**src/rtl/page_sequencer_pkg.sv**
```systemverilog
// Shared page encodings, pixel constants and helpers for the screen sequencer.
// Page order: START -> LOAD -> PLAY -> OVER -> START.
package page_sequencer_pkg;

  typedef enum logic [1:0] {
    PAGE_START = 2'b00,
    PAGE_PLAY  = 2'b01,
    PAGE_OVER  = 2'b10,
    PAGE_LOAD  = 2'b11
  } page_e;

  localparam logic [15:0] BLACK = 16'h0000;

  function automatic int max_int(input int a, input int b);
    return (a > b) ? a : b;
  endfunction

  function automatic page_e next_page(input page_e p);
    page_e n;
    unique case (p)
      PAGE_START: n = PAGE_LOAD;
      PAGE_LOAD:  n = PAGE_PLAY;
      PAGE_PLAY:  n = PAGE_OVER;
      PAGE_OVER:  n = PAGE_START;
    endcase
    return n;
  endfunction

endpackage

```
**src/rtl/page_sequencer_frame_counter.sv**
```systemverilog
// Saturating frame_start counter with synchronous clear.
// Clear wins over increment; the count holds at all-ones.
module page_sequencer_frame_counter #(
  parameter int W = 8
) (
  input  logic         clk,
  input  logic         rst,
  input  logic         clr,
  input  logic         inc,
  output logic [W-1:0] cnt
);

  always_ff @(posedge clk) begin
    if (rst || clr) begin
      cnt <= '0;
    end else if (inc && (cnt != '1)) begin
      cnt <= cnt + W'(1);
    end
  end

endmodule

```
**src/rtl/page_sequencer.sv**
```systemverilog
// Screen FSM: START -> LOAD -> PLAY -> OVER, page changes only on frame_start.
// Define START_BLINK_EN to blink the start/over prompt every BLINK_FRAMES frames.
import page_sequencer_pkg::*;

module page_sequencer #(
  parameter int LOCK_FRAMES = 30,
  parameter int OVER_FRAMES = 120
`ifdef START_BLINK_EN
  ,
  parameter int BLINK_FRAMES = 32
`endif
) (
  input  logic        vga_clk,
  input  logic        sys_rst,
  input  logic        frame_start,
  input  logic        pix_valid,
  input  logic        key_valid,
  input  logic        snake_dead,
  input  logic [15:0] start_pix_data,
  input  logic [15:0] game_pix_data,
  input  logic [15:0] over_pix_data,
  output logic [15:0] pix_data,
  output logic [1:0]  page,
  output logic        game_rst,
  output logic        game_en,
  output logic        blink_on
);

  localparam int CNT_W =
    $clog2(max_int(LOCK_FRAMES, OVER_FRAMES) + 2);
  localparam logic [CNT_W-1:0] LOCK_C = CNT_W'(LOCK_FRAMES);
  localparam logic [CNT_W-1:0] OVER_C = CNT_W'(OVER_FRAMES);

  page_e             state;
  page_e             state_d;
  logic              pend;
  logic              pend_d;
  logic              accept;
  logic              go;
  logic [CNT_W-1:0]  frame_cnt;
  logic              game_rst_d;
  logic              game_en_d;
  logic [15:0]       pix_d;

  page_sequencer_frame_counter #(
    .W(CNT_W)
  ) u_frame_cnt (
    .clk (vga_clk),
    .rst (sys_rst),
    .clr (go),
    .inc (frame_start),
    .cnt (frame_cnt)
  );

  always_ff @(posedge vga_clk) begin
    if (sys_rst) begin
      state    <= PAGE_START;
      page     <= PAGE_START;
      pend     <= 1'b0;
      pix_data <= BLACK;
      game_rst <= 1'b0;
      game_en  <= 1'b0;
    end else begin
      state    <= state_d;
      page     <= state_d;
      pend     <= pend_d;
      pix_data <= pix_d;
      game_rst <= game_rst_d;
      game_en  <= game_en_d;
    end
  end

  // LOAD always commits at the next frame; a same-cycle event commits too
  always_comb begin
    accept = 1'b0;
    unique case (state)
      PAGE_START: accept = key_valid && (frame_cnt > LOCK_C);
      PAGE_LOAD:  accept = 1'b1;
      PAGE_PLAY:  accept = snake_dead;
      PAGE_OVER:  accept = key_valid && (frame_cnt > OVER_C);
    endcase
    go      = frame_start && (pend || accept);
    state_d = go ? next_page(state) : state;
    pend_d  = go ? 1'b0 : (pend || accept);
  end

  always_comb begin
    game_rst_d = (state_d == PAGE_LOAD);
    game_en_d  = (state_d == PAGE_PLAY) && !pend_d;
    pix_d      = BLACK;
    if (pix_valid) begin
      unique case (state)
        PAGE_START: pix_d = start_pix_data;
        PAGE_PLAY:  pix_d = game_pix_data;
        PAGE_OVER:  pix_d = over_pix_data;
        PAGE_LOAD:  pix_d = BLACK;
      endcase
    end
  end

`ifdef START_BLINK_EN
  localparam int BLINK_W = $clog2(BLINK_FRAMES + 1);
  localparam logic [BLINK_W-1:0] BLINK_LAST =
    BLINK_W'(BLINK_FRAMES - 1);

  logic [BLINK_W-1:0] blink_cnt;
  logic               blink_act;
  logic               blink_wrap;

  assign blink_act  = (state == PAGE_START) || (state == PAGE_OVER);
  assign blink_wrap = blink_act && frame_start && !go &&
                      (blink_cnt == BLINK_LAST);

  page_sequencer_frame_counter #(
    .W(BLINK_W)
  ) u_blink_cnt (
    .clk (vga_clk),
    .rst (sys_rst),
    .clr (go || blink_wrap || !blink_act),
    .inc (frame_start),
    .cnt (blink_cnt)
  );

  always_ff @(posedge vga_clk) begin
    if (sys_rst || go || !blink_act) begin
      blink_on <= 1'b1;
    end else if (blink_wrap) begin
      blink_on <= ~blink_on;
    end
  end
`else
  assign blink_on = 1'b1;
`endif

endmodule

```
**config.mk**
```make
export PLATFORM = sky130hd
export DESIGN_NAME = page_sequencer
export DESIGN_NICKNAME = d
export VERILOG_FILES = /design/src/rtl/page_sequencer_pkg.sv /design/src/rtl/page_sequencer_frame_counter.sv /design/src/rtl/page_sequencer.sv
export SDC_FILE = /design/constraint.sdc
export NUM_CORES = 1
export LEC_CHECK = 0
export BUFFER_PORTS_ARGS = -buffer_cell sky130_fd_sc_hd__buf_2
export CORE_ASPECT_RATIO = 0.6
export CORE_UTILIZATION = 49
export DETAILED_ROUTE_END_ITERATION = 10
export PLACE_DENSITY = 0.9
export SKIP_CTS_REPAIR_TIMING = 1
export SLEW_MARGIN = 20
export SYNTH_ARGS = -nofsm -noshare
export SYNTH_HDL_FRONTEND = slang
export SYNTH_SLANG_ARGS = --single-unit
```
**constraint.sdc**
```tcl
create_clock -name vga_clk -period 3.5 [get_ports vga_clk]
set_input_delay 0.7 -clock vga_clk [delete_from_list [all_inputs] [get_ports vga_clk]]
set_output_delay 0.7 -clock vga_clk [all_outputs]
set_load 0.05 [all_outputs]
```
* Word-level counts from Yosys, hierarchy flattened
Index checks and enable logic that the tools add are counted.
W data, S select, Z words.
** Storage, ports and cells
- Register bits :: 28
- Input bits :: 54
- Output and inout port bits :: 21
- Logic and storage cells :: 31
** Cells by class
- Add/subtract/negate cells :: 1
- $lt $le $gt $ge :: 2
- Equal/unequal tests :: 6
- Mux-type cells :: 5
- Bitwise gates (word level) :: 1
- Reduce and logical (&&, ||, !) cells :: 10
** Operators by type and width (count)
- $pmux W16 S4 :: 1
- $pmux W2 S4 :: 1
- $add A7 B1 Y7 const B :: 1
- $gt A7 B5 Y1 const B :: 1
- $gt A7 B7 Y1 const B :: 1
- $ne A7 B7 Y1 const B :: 1
- $eq A2 B2 Y1 const B :: 3
- $logic_and A1 B1 Y1 :: 5
- $eq A2 B1 Y1 const B :: 2
- $pmux W1 S4 :: 1
- $logic_not A2 Y1 :: 1
- $logic_or A1 B1 Y1 :: 2
- $mux W2 :: 1
- $reduce_or A2 Y1 :: 1
- $logic_not A1 Y1 :: 1
- $mux W1 :: 1
- $not A1 Y1 :: 1

* Logic depth before layout (Yosys ltp)
- Word-level depth :: 8
- Depth in mapped cells :: 8
- Gate-level depth less buffers :: 6

* By module
Synthesis repeated with hierarchy kept, for this count alone.
** Second synthesis, totals
- Cell total of the unflattened synthesis :: 168
- Area, all modules :: 1420.1 sq um
** By module, submodules not included
- page_sequencer :: times used 1, cells each 132, area an instance 1078.5 sq um, sequential area each 420.4 sq um
- page_sequencer_frame_counter :: times used 1, cells each 36, area an instance 341.6 sq um, sequential area each 140.1 sq um

* Worst setup path before layout
No wires, ideal clock.
- Path kind :: register -> register
- Start point :: register state[1]
- End point :: register game_rst
- Setup time :: 0.097 ns
- Arrival time :: 2.294 ns
- Data required time :: 3.403 ns
- Path slack :: 1.109 ns
- Stages on the path, launching flop included :: 9
- Path buffers :: 2
- Clock period less this slack :: 2.391 ns
- Cells stage by stage :: dfxtp_1 inv_1 ha_1 buf_6 a211oi_4 o221ai_2 and3_4 buf_6 o41ai_4
** Between the ends
- Word-level cells in the longest chain between the ends :: 6
- Elaborated cells between the ends (all ways) :: 10
- Classes of those cells :: 4 x eq/ne; 3 x mux; 3 x reduce/logical
** Ends and longest elaborated chain
- from (decl) :: RTL line page_sequencer.sv:34 : page_e state;
- from (signal assigned) :: RTL line page_sequencer.sv:64 : state <= state_d;
- $eq A2 B2 Y1, or another cell as far along :: RTL line page_sequencer_pkg.sv:20, page_sequencer.sv:76
- $pmux W1 S4 :: RTL line page_sequencer.sv:76 : unique case (state)
- $logic_or A1 B1 Y1 :: RTL line page_sequencer.sv:82 : go = frame_start && (pend || accept);
- $logic_and A1 B1 Y1 :: RTL line page_sequencer.sv:82
- $mux W2 (*) :: RTL line page_sequencer.sv:83 : state_d = go ? next_page(state) : state;
- $eq A2 B2 Y1 (*) :: RTL line page_sequencer.sv:88 : game_rst_d = (state_d == PAGE_LOAD);
- to (signal assigned) :: RTL line page_sequencer.sv:68 : game_rst <= game_rst_d;
- to (decl) :: RTL line page_sequencer.sv:24 : output logic game_rst,
Every way passes the cells marked *; elsewhere a longest branch is shown, timed or not.
A chain may end at the register's enable or synchronous reset.

* Worst setup path after layout
Ends and elaborated chain as after synthesis.

==> out/summary.txt <==
DIE
-----------------------------------------------------------------------------------------------
Row Count ........................................................................           15
Number of primary I/O pins .......................................................           75
DIE AREA .........................................................................  0.00332 mm2
Vertical die dimension ...........................................................      45.0 um
Horizontal extent of the die .....................................................      73.7 um
Starting density of the core .....................................................        52.0%
Core area ........................................................................  0.00291 mm2

TIMING
-----------------------------------------------------------------------------------------------
FMAX .............................................................................      428 MHz
Slew @ Worst Pin .................................................................      1.01 ns
RSZ-0062 raised after global routing .............................................           no
Number of hold-slack violations in the final timing report .......................            0
Post-Route Setup TNS .............................................................         0 ns
Endpoints failing setup ..........................................................            0
Max Transition Viols Final .......................................................            0
Clock period minus worst slack ...................................................      2.34 ns
Final critical-path setup slack ..................................................      1.16 ns
Worst clock skew .................................................................   0.00334 ns
Final worst path period share ....................................................        66.8%
Worst slew margin relative to its limit ..........................................        32.9%

POWER AND IR DROP
-----------------------------------------------------------------------------------------------
Cell Int Power ...................................................................   0.000445 W
Worst-case vdd ir drop ...........................................................       219 uV
Clock power share ................................................................        28.5%
Switching pwr ....................................................................   0.000163 W
Power per standard cell area .....................................................   319 mW/mm2
Switching power as a share of total power ........................................        26.8%
Sequential fraction of design power ..............................................        54.9%
Combinational share of power .....................................................        16.5%
Static leakage power .............................................................     0.835 nW

MIN PATH
-----------------------------------------------------------------------------------------------
Class of the worst hold path ..................................................... flop to flop

FLOW RUN
-----------------------------------------------------------------------------------------------
Max Cap Violations ...............................................................            0

GRT
-----------------------------------------------------------------------------------------------
Routing usage on met2 ............................................................        32.5%
Routing layer with the top usage in global route .................................         met2
Met1 layer usage reported by global route ........................................        31.6%
First-pass GRT wire length .......................................................      5.44 mm
Met3 track utilization from global routing .......................................        7.59%
Largest net degree at the start of global routing ................................           33
GRT overflow .....................................................................            0
Number of antenna violations at the first check in global routing ................            0
Number of global-route vias before repair ........................................        1,163
Tot GR Track Use .................................................................        22.0%

CTS
-----------------------------------------------------------------------------------------------
Clock input transition at the sequential cells of the worst setup and hold paths .      0.09 ns
Clock latency on the worst-skew pair .............................................      0.27 ns
Number of clock buffers inserted by TritonCTS ....................................            3
Clk sinks ........................................................................           28
CTS root buf ..................................................................... sky130_fd_sc_hd__clkbuf_8
Worst-case clock buffer depth ....................................................            2
Level count of the clock H-tree ..................................................            1
TritonCTS clock tree .............................................................         done

FINAL LAYOUT
-----------------------------------------------------------------------------------------------
FF/Latch Area ....................................................................      561 um2
Final-layout fill cell count .....................................................          235
Fraction of layout instances using a drive strength above 1 ......................        37.9%
Multi-input gate area ............................................................      867 um2
Area Growth Syn to Fin ...........................................................        25.8%
Post-layout nets .................................................................          298
Count of antenna diodes in the layout ............................................            0

ROUTING
-----------------------------------------------------------------------------------------------
Antenna violation net count after detailed routing ...............................            0
Detailed Route WL ................................................................      3.64 mm
Via count ........................................................................        1,466
Residual DRC .....................................................................            0
Router iterations before antenna repair ..........................................            4
Detailed-route vias per instance .................................................         5.29
Detailed-route wire length per cell ..............................................      13.2 um
Number of DRC markers in iteration 0 .............................................           65

SYNTHESIS
-----------------------------------------------------------------------------------------------
Summed instance area of the synthesized netlist ..................................  0.00151 mm2
Post-synthesis async set-or-reset flop share .....................................           0%
Cells after Synth ................................................................          172
Count of distinct cell types in the synthesized netlist ..........................           38
Post-synth EDFFs .................................................................            0
Post-synthesis area per instance .................................................     8.79 um2
Dominant cell by count in the synthesized netlist ................................ sky130_fd_sc_hd__nor2_1
Most area-consuming cells after synthesis ........................................ sky130_fd_sc_hd__dfxtp_1 37%, sky130_fd_sc_hd__nor2_1 9.2%, sky130_fd_sc_hd__a22oi_1 7.9%
Most used standard cells in the synthesized netlist .............................. 37 x sky130_fd_sc_hd__nor2_1, 28 x sky130_fd_sc_hd__dfxtp_1, 19 x sky130_fd_sc_hd__a21oi_1
Most used flip-flop cell after synthesis ......................................... sky130_fd_sc_hd__dfxtp_1
Top-area cell type share of the netlist area .....................................        37.1%
Warnings, synthesis ..............................................................            0
Share of synthesized area occupied by flip-flops and latches .....................        37.1%
Post-synth top area cell ......................................................... sky130_fd_sc_hd__dfxtp_1
Number of register bits inferred by synthesis ....................................           28
Net Count, Synth .................................................................          233

PLACEMENT
-----------------------------------------------------------------------------------------------
HPWL after detailed placement ....................................................      2.70 mm
Final weighted congestion in routability-driven placement ........................        0.927
Setup slack after placement ......................................................      1.21 ns
Buffers added on ports ...........................................................           73

WORST SETUP PATH
-----------------------------------------------------------------------------------------------
Critical Path End Type ...........................................................         flop
Largest fanout on the critical path ..............................................           20
Startpoint type of the worst setup path ..........................................         flop
Worst Setup Path Type ............................................................ flop to flop
R2r setup slk ....................................................................      1.16 ns
Worst Path Arrival ...............................................................      2.52 ns
Required time of the worst setup path ............................................      3.68 ns

RUN STATUS
-----------------------------------------------------------------------------------------------
Run status ....................................................................... complete, no violations

==> power by group through the flow <==
stage	combinational [W]	clock, W	sequential, W
after floorplan	0.0000322	0	0.000367
after global placement	0.0000992	0	0.000341
after detailed placement	0.000100	0	0.000341
after CTS	0.000101	0.000176	0.000334
after global routing	0.000107	0.000189	0.000335
final	0.000100	0.000173	0.000334
==> routing by layer <==
metal  wire length, um  up-vias  part of all wire [%]
met3               301        0                   8.3
met2              1570       69                    43
met1              1780      656                    49
met4                 0        0                     0
li1                  -      741                     -
met5                 0        -                     0
==> critical path, stage by stage (launching register included) <==
cell and delay (ns):
sky130_fd_sc_hd__dfxtp_1 0.45, sky130_fd_sc_hd__inv_1 0.16, sky130_fd_sc_hd__ha_1 0.46, sky130_fd_sc_hd__a211oi_4 0.42, sky130_fd_sc_hd__o221ai_2 0.24, sky130_fd_sc_hd__and3_4 0.31
sky130_fd_sc_hd__o41ai_4 0.20
==> flip-flops by register name (all words and copies together) (netlist names) <==
| register | flops |
|---|---|
| pix_data | 16 |
| u_frame_cnt.cnt | 7 |
| game_en | 1 |
| pend | 1 |
| game_rst | 1 |
| state | 2 |
==> layout make-up <==
class                   instances  share of cell area (%)
clock buffers                   3                    2.17
inverters                       4                   0.789
multi-input cells             127                    45.6
flip-flops and latches         28                    29.5
well taps                      42                    2.76
repair buffers                 73                    19.2
==> through the flow <==
stage | total power (W) | util, % | hold WS (ns) | instance area, um2 | std cells
finish | 0.000607 | 65.4 | 0.574 | 1900 | 277
global route | 0.000631 | 65.4 | 0.599 | 1900 | 277
CTS | 0.000611 | 65.4 | 0.573 | 1900 | 277
detailed placement | 0.000441 | 64.0 | 0.558 | 1860 | 274
global placement | 0.000440 | 64.0 | 0.531 | 1860 | 274
floorplan | 0.000400 | - | 0.499 | 1510 | 172
==> worst paths after layout <==
kind                                    startpoint                 end  cells past startpoint
worst max-delay path                      state[1]            game_rst                      6
worst min-delay path            u_frame_cnt.cnt[0]  u_frame_cnt.cnt[0]                      2
worst max register to register            state[1]            game_rst                      6
worst min register to register  u_frame_cnt.cnt[0]  u_frame_cnt.cnt[0]                      2
==> cell usage in the layout (no fill, tap or decap), types with 2 or more instances in the layout <==
cell | Yosys | final
sky130_fd_sc_hd__nor2_1 | 37 | 37
sky130_fd_sc_hd__inv_1 | 4 | 4
sky130_fd_sc_hd__nand3_1 | 3 | 3
sky130_fd_sc_hd__and3_1 | 2 | 2
sky130_fd_sc_hd__a22oi_1 | 16 | 16
sky130_fd_sc_hd__dfxtp_1 | 28 | 28
sky130_fd_sc_hd__nand2_1 | 6 | 6
sky130_fd_sc_hd__xnor2_1 | 2 | 2
sky130_fd_sc_hd__nand4_1 | 3 | 3
sky130_fd_sc_hd__a211o_1 | 3 | 3
sky130_fd_sc_hd__buf_2 | 0 | 73
sky130_fd_sc_hd__nor3_1 | 4 | 4
sky130_fd_sc_hd__clkbuf_8 | 0 | 3
sky130_fd_sc_hd__nand2b_1 | 2 | 2
sky130_fd_sc_hd__a21oi_1 | 19 | 19
sky130_fd_sc_hd__ha_1 | 7 | 7
sky130_fd_sc_hd__nor3_2 | 5 | 5
==> kinds of logic (layout without fill, tap and decap cells) <==
| group | count (synthesis) | after routing | synth area share (%) |
|---|---|---|---|
| AO/OA/AOI/OAI | 51 | 51 | 28.3 |
| XOR/XNOR | 3 | 3 | 1.74 |
| buffers and inverters | 17 | 80 | 5.55 |
| AND/OR/NAND/NOR | 65 | 65 | 21.3 |
| other | 1 | 1 | 0.248 |
| adder cells (fa/ha/maj) | 7 | 7 | 5.79 |
| flip-flops | 28 | 28 | 37.1 |
Note: power is estimated with default switching activity, not from simulation.
